==> src/rtl/canvas_dump_tx.sv <==
// canvas_dump_tx: walks the MAX_X x MAX_Y tile RAM row by row and sends
// each cell as one 8N1 ASCII byte, with CR/LF after every row.
// Ports: clk_100MHz, reset_n (async, active low), start, abort,
//   ram_addr/ram_dout (RAM read port A), tx (UART line), busy, done.
module canvas_dump_tx #(
  parameter int CLKS_PER_BIT = 868,
  parameter int MAX_X        = 80,
  parameter int MAX_Y        = 30
) (
  input  logic        clk_100MHz,
  input  logic        reset_n,
  input  logic        start,
  input  logic        abort,
  output logic [11:0] ram_addr,
  input  logic [6:0]  ram_dout,
  output logic        tx,
  output logic        busy,
  output logic        done
);

  typedef enum logic [2:0] {
    IDLE, FETCH, LATCH, SEND, CR, LF, FINISH
  } state_t;

  typedef enum logic [1:0] {
    K_CELL, K_CR, K_LF
  } kind_t;

  localparam logic [15:0] CNT_MAX  = 16'(CLKS_PER_BIT - 1);
  localparam logic [6:0]  LAST_COL = 7'(MAX_X - 1);
  localparam logic [4:0]  LAST_ROW = 5'(MAX_Y - 1);

  state_t      state;
  kind_t       kind;
  logic [4:0]  row;
  logic [6:0]  col;
  logic [15:0] cnt;
  logic [3:0]  bidx;
  logic [7:0]  sh;
  logic        abort_q;

  // Data bits leave from sh[0]; ones shift in from the top so
  // that after eight shifts sh[0] already holds the stop bit.
  always_ff @(posedge clk_100MHz or negedge reset_n) begin
    if (!reset_n) begin
      state    <= IDLE;
      kind     <= K_CELL;
      row      <= '0;
      col      <= '0;
      cnt      <= '0;
      bidx     <= '0;
      sh       <= '0;
      abort_q  <= 1'b0;
      ram_addr <= '0;
      tx       <= 1'b1;
      busy     <= 1'b0;
      done     <= 1'b0;
    end else begin
      done <= 1'b0;
      if (busy && abort) abort_q <= 1'b1;
      case (state)
        IDLE: begin
          tx <= 1'b1;
          if (start) begin
            state    <= FETCH;
            busy     <= 1'b1;
            row      <= '0;
            col      <= '0;
            ram_addr <= '0;
            abort_q  <= 1'b0;
          end
        end
        FETCH: state <= LATCH;
        LATCH: begin
          sh    <= (ram_dout == 7'd0) ? 8'h20
                                      : {1'b0, ram_dout};
          kind  <= K_CELL;
          tx    <= 1'b0;
          cnt   <= '0;
          bidx  <= '0;
          state <= SEND;
        end
        CR: begin
          sh    <= 8'h0D;
          kind  <= K_CR;
          tx    <= 1'b0;
          cnt   <= '0;
          bidx  <= '0;
          state <= SEND;
        end
        LF: begin
          sh    <= 8'h0A;
          kind  <= K_LF;
          tx    <= 1'b0;
          cnt   <= '0;
          bidx  <= '0;
          state <= SEND;
        end
        SEND: begin
          if (cnt != CNT_MAX) begin
            cnt <= cnt + 16'd1;
          end else if (bidx != 4'd9) begin
            cnt  <= '0;
            bidx <= bidx + 4'd1;
            tx   <= sh[0];
            sh   <= {1'b1, sh[7:1]};
          end else begin
            cnt  <= '0;
            bidx <= '0;
            if (abort_q || abort) begin
              state   <= IDLE;
              busy    <= 1'b0;
              abort_q <= 1'b0;
            end else begin
              case (kind)
                K_CELL: begin
                  if (col == LAST_COL) begin
                    state <= CR;
                  end else begin
                    col      <= col + 7'd1;
                    ram_addr <= {row, col + 7'd1};
                    state    <= FETCH;
                  end
                end
                K_CR: state <= LF;
                K_LF: begin
                  if (row == LAST_ROW) begin
                    state <= FINISH;
                  end else begin
                    row      <= row + 5'd1;
                    col      <= '0;
                    ram_addr <= {row + 5'd1, 7'd0};
                    state    <= FETCH;
                  end
                end
                default: state <= IDLE;
              endcase
            end
          end
        end
        FINISH: begin
          done    <= 1'b1;
          busy    <= 1'b0;
          abort_q <= 1'b0;
          state   <= IDLE;
        end
        default: begin
          state <= IDLE;
          busy  <= 1'b0;
          tx    <= 1'b1;
        end
      endcase
    end
  end

endmodule
==> config.mk <==
export PLATFORM = sky130hd
export DESIGN_NAME = canvas_dump_tx
export DESIGN_NICKNAME = d
export VERILOG_FILES = /design/src/rtl/canvas_dump_tx.sv
export SDC_FILE = /design/constraint.sdc
export NUM_CORES = 1
export LEC_CHECK = 0
export ABC_AREA = 1
export CAP_MARGIN = 25
export CORE_UTILIZATION = 55
export DETAILED_ROUTE_END_ITERATION = 6
export GPL_TIMING_DRIVEN = 0
export PLACE_DENSITY = 0.86
export SLEW_MARGIN = 20
export SYNTH_ARGS = -nofsm -noshare
export SYNTH_HDL_FRONTEND = slang
export SYNTH_SLANG_ARGS = --single-unit
==> constraint.sdc <==
create_clock -name clk_100MHz -period 2.9 [get_ports clk_100MHz]
set_input_delay 0.87 -clock clk_100MHz [delete_from_list [all_inputs] [get_ports clk_100MHz]]
set_output_delay 0.87 -clock clk_100MHz [all_outputs]
set_load 0.03 [all_outputs]
Yosys cells after proc, flatten, opt, wreduce, memory -nomap -nowiden. Index checks and enable logic that the tools add are counted.

Register bits after elaboration: 61. Latch bits: 0. RAM bits: 0. ROM bits: 0. Memories: 0.

$add $sub $neg: 4. Multipliers: 0. Div/mod/pow operators: 0. Magnitude comparators: 0. Equal/unequal tests: 23. Shift operators: 0. Multiplexer cells: 56. Bitwise operators: 2. Reductions and logical operators: 19.

Operators by type and width (count): 12-bit 2-to-1 mux (6); 7-bit 2-to-1 mux (7); 12-bit one-hot mux with 2 select lines (2); 16-bit one-hot mux with 2 select lines (1); 8-bit one-hot mux with 4 select lines (1); 5-bit 2-to-1 mux (6); 7-bit one-hot mux with 2 select lines (2); 3-bit 2-to-1 mux (6); 16-bit by 1-bit adder with 16-bit output, second input constant (1); 16-bit 2-to-1 mux (1); 8-bit 2-to-1 mux (2); 16-bit by 10-bit inequality test with 1-bit output, second input constant (1); 2-bit inequality test, second input constant (8); 1-bit 2-to-1 mux (12); 3-bit one-hot mux with 4 select lines (1); 5-bit one-hot mux with 2 select lines (1); 3-bit == test, second input constant (3); 1-bit one-hot mux with 3 select lines (3); 3-bit one-hot mux with 3 select lines (1); 3-bit AND reduction (3); 4-bit 2-to-1 mux (2); 4-bit one-hot mux with 2 select lines (1); 8-bit AND reduction (1); 7-bit by 1-bit adder with 7-bit output, second input constant (1); 27 further kinds (31).

Depth between registers and ports, before layout.
Word-level depth: 7. Gate-level depth with buffers: 11. Mapped depth without buffers: 10.

Least setup slack after synthesis. OpenSTA, ideal clock, no wires.

Path kind: in2reg. Start point: in abort. End point: reg ram_addr[0]. Setup time: 121 ps. Arrival: 1709 ps. Slack: 1070 ps. Stages on the path: 7. Buffers on the path: 1. Cells stage by stage: nor2_1 inv_1 o21ai_1 nand3_4 buf_2 o21bai_1 nand2_1.

Word-level cells in the longest chain between the ends: 3.

RTL lines: start, declared (line 13) `input logic abort,`; 1-bit logical OR (line 110) `if (abort_q || abort) begin`; 2-bit inequality test (no line); 8-bit AND reduction (no line); end signal, assigned (line 121) `ram_addr <= {row, col + 7'd1};`; end signal, assigned (line 132) `ram_addr <= {row + 5'd1, 7'd0};`; end, declared (line 14) `output logic [11:0] ram_addr,`.

Every way passes these cells. A chain may end at the register's enable or synchronous reset.

Worst setup path after layout.
Start point: reg tx. End point: out tx.

RTL lines: start, declared (line 16) `output logic tx,`; start signal, assigned (line 105) `tx <= sh[0];`.

No word-level cell between the ends.

==> results.md <==
* Status: completed
* GP Congestion at 0.911
* Grt peak-use layer: met2
* Chip width at 79.6 microns
* Critical path buffers and inverters at 1
* Syn avg cell area at 7.53 sq um
* TritonCTS Buffers at 5
* Cts repair resizes at 0
* Area grow syn2layout at 13.1%
* Initial Util at 58.7%
* DRT iter0 DRCs at 250
* Worst slew pin tran at 0.674 ns
* Die Y at 79.6 microns
* Most frequent cells in the layout: nand2_1 (105), dfrtp_1 (53), inv_1 (49)
* RSZ-0062 raised after global routing: no
* Vias at 3096
* Largest stage delay on the critical path at 0.67 ns
* DR DRC count at 0
* CP Cell Sequence: clkdlybuf4s50_1
* PwrDens at 330 mW/mm^2
* Hold Buf Count CTS at 0
* Via/cell ratio at 5.68
* Setup repair bufs after CTS at 0
* Crit end category: output pin
* Synth cell types at 39
* Initial antenna violation count at 0
* Worst VDD drop at 0.274 mV
* DRT Pass-1 Iters at 5
* Core ar. at 0.00564 sq mm
* Layout cells sized above 1 at 10.6%
* CTS sink count at 54
* M2 GR Usage at 43.8%
* TNS Setup at 0 ns
* Synthesized area at 0.00331 sq mm
* Final WL at 7440 microns
* Data arrival time of the worst path at 1.52 ns
* Slew Viols, Final at 0
* Crit Path Class: register to output pin
* GR Overflow Total at 0
* Nets@finish at 491
* Worst Path Required at 2.03 ns
* CTS clk-pin slew, worst paths at 0.10 ns
* FF/Latch Area at 0.00135 sq mm
* Period utilization at 82.5%
* Period minus WS final at 2.39 ns
* Fmax at 418 MHz
* YS warnings at 0
* GR Util met3 at 3.54%
* Vias in the first global route at 2965
* Cells after DPL at 537
* Remaining antenna violation count at 0
* CP max FO at 2
* Quantity of I/O buffers inserted on ports at 25
* P_leak at 1.82 nW
* Most common cell after layout, fill and taps aside: nand2_1
* First-pass GRT wire length at 13200 microns
* Top Family by Delay on Critical Path: buffers and inverters
* Min Hold Slack at 0.480 ns
* Die area at 0.00634 sq mm
* Hold Crit Class: register to register
* CP max-delay cell: clkdlybuf4s50_1
* Non-filler cells, final at 545
* Synthesized flop and latch total at 54
* Ant. Diodes at 0
* Dpl hpwl at 5460 microns
* Kind of start point of the critical path: register
* Clk_lat worst skew at 0.32 ns
* IO Pins at 26
* CTS Buffer Depth at 2
* # fillers at 477
* Post-DR wirelength/cell at 13.6 microns
* Sequential area share after synthesis at 40.8%
* Max-cap viol count at 0
* Multi-input logic area at 0.00167 sq mm
* Max H-tree Level at 2
* Setup violations, final at 0
* Clock Tree Root: clkbuf_8
* Met1 global-route usage at 34.8%
* TritonCTS clock tree: done
* Total global-route track usage at 26.8%
* Fin Clk Skew at 0.00764 ns
* Number of cell rows at 27
* Mapped Cells at 440
* Syn Nets at 459
* Rel. slew slack at 55.1%
* Largest net degree at the start of global routing at 55
* Final hold vios at 0
cells in the mapped netlist:
cell	count	area (sq um)
dfrtp_1	53	1330
nor2_4	3	33.8
o31ai_1	1	7.51
nor2_2	2	12.5
o21a_1	1	7.51
nand3_2	1	10.0
buf_6	3	33.8
or2_2	2	12.5
o21ai_1	21	105
nand2_1	105	394
a21oi_1	15	75.1
xnor2_1	1	8.76
clkbuf_1	2	7.51
o22ai_1	4	25.0
o21ai_0	18	90.1
inv_4	1	6.26
xor2_1	7	61.3
a31o_2	1	8.76
nor3_2	1	10.0
ha_1	8	100
inv_2	5	18.8
a22oi_1	6	45.0
nand4_1	7	43.8
a21boi_0	1	7.51
a21oi_2	1	8.76
nand3b_1	1	7.51
nor2_1	41	154
buf_2	3	15.0
nor4_1	1	6.26
buf_4	3	22.5
nand3_4	2	35.0
nor3_1	7	35.0
inv_1	49	184
nand2_4	1	11.3
o21bai_1	14	105
dfstp_2	1	26.3
nand2_2	11	68.8
or2_0	1	6.26
nand3_1	35	175
sequential cells by signal, summed over array words and instances, names as in the netlist:
| register | flops |
|---|---|
| cnt | 16 |
| ram_addr | 12 |
| sh | 8 |
| row | 5 |
| bidx | 4 |
| state | 3 |
| kind | 2 |
| abort_q | 1 |
| busy | 1 |
| done | 1 |
| tx | 1 |
layer usage:
metal	part of all wire [%]	vias up
li1	-	1498
met1	45	1478
met2	49	106
met3	4.6	14
met4	2.2	0
met5	0	-
path summary, 6_finish.rpt:
check	slack, ns	depth (start not counted)	startpoint	to
setup reg to reg	1.06	9	cnt[0]$_DFFE_PN0P_	ram_addr[6]$_DFFE_PN0P_
setup / recovery	0.51	1	tx$_DFFE_PN1P_	tx
min in group asynchronous	0.59	1	reset_n	cnt[14]$_DFFE_PN0P_
hold reg to reg	0.48	2	tx$_DFFE_PN1P_	tx$_DFFE_PN1P_
hold / removal	0.48	2	tx$_DFFE_PN1P_	tx$_DFFE_PN1P_
max in group asynchronous	1.87	1	reset_n	kind[0]$_DFFE_PN0N_
through the flow:
stage / total power, W / utilization [%] / setup WS [ns] / cell area (sq um)
3_5_place_dp: 0.000803 / 64.7 / 0.372 / 3650
6_report: 0.00123 / 66.4 / 0.507 / 3740
2_1_floorplan: 0.000773 / - / 1.07 / 3310
3_3_place_gp: 0.000803 / 64.7 / -0.644 / 3650
4_1_cts: 0.00124 / 66.4 / 0.496 / 3740
5_1_grt: 0.00128 / 66.4 / 0.475 / 3740
worst reg2reg max path, delay by kind of cell, from the launching register on:
family / cells / cell delay (ns)
adder cells (fa/ha/maj): 1 / 0.23
AO/OA/AOI/OAI: 1 / 0.20
buffers and inverters: 1 / 0.21
flip-flops: 1 / 0.41
AND/OR/NAND/NOR: 6 / 0.68
area by class of cell:
class,count,area share [%]
multi-input cells,320,44.6
well taps,72,2.41
clock inverters,3,0.702
flip-flops and latches,54,36.1
plain buffers,11,2.10
repair buffers,25,6.62
clock buffers,5,1.84
inverters,55,5.58
kinds of logic after synthesis:
group / count (synthesis) / share of synthesized area (%)
and+or+nand+nor: 221 / 30.7
AOI/OAI and AO/OA: 83 / 14.7
buffers and inverters: 66 / 8.69
DFF: 54 / 40.8
xor gates and xnor gates: 8 / 2.12
adders and majority gates: 8 / 3.02
power by group:
group          internal [W]  leakage [nW]  total [W]  switching, W
sequential         0.000753         0.627   0.000753             0
clock              0.000175        0.0483   0.000447      0.000272
combinational     0.0000138          1.15  0.0000345     0.0000208
No activity file was read; power rests on OpenSTA's default activity.
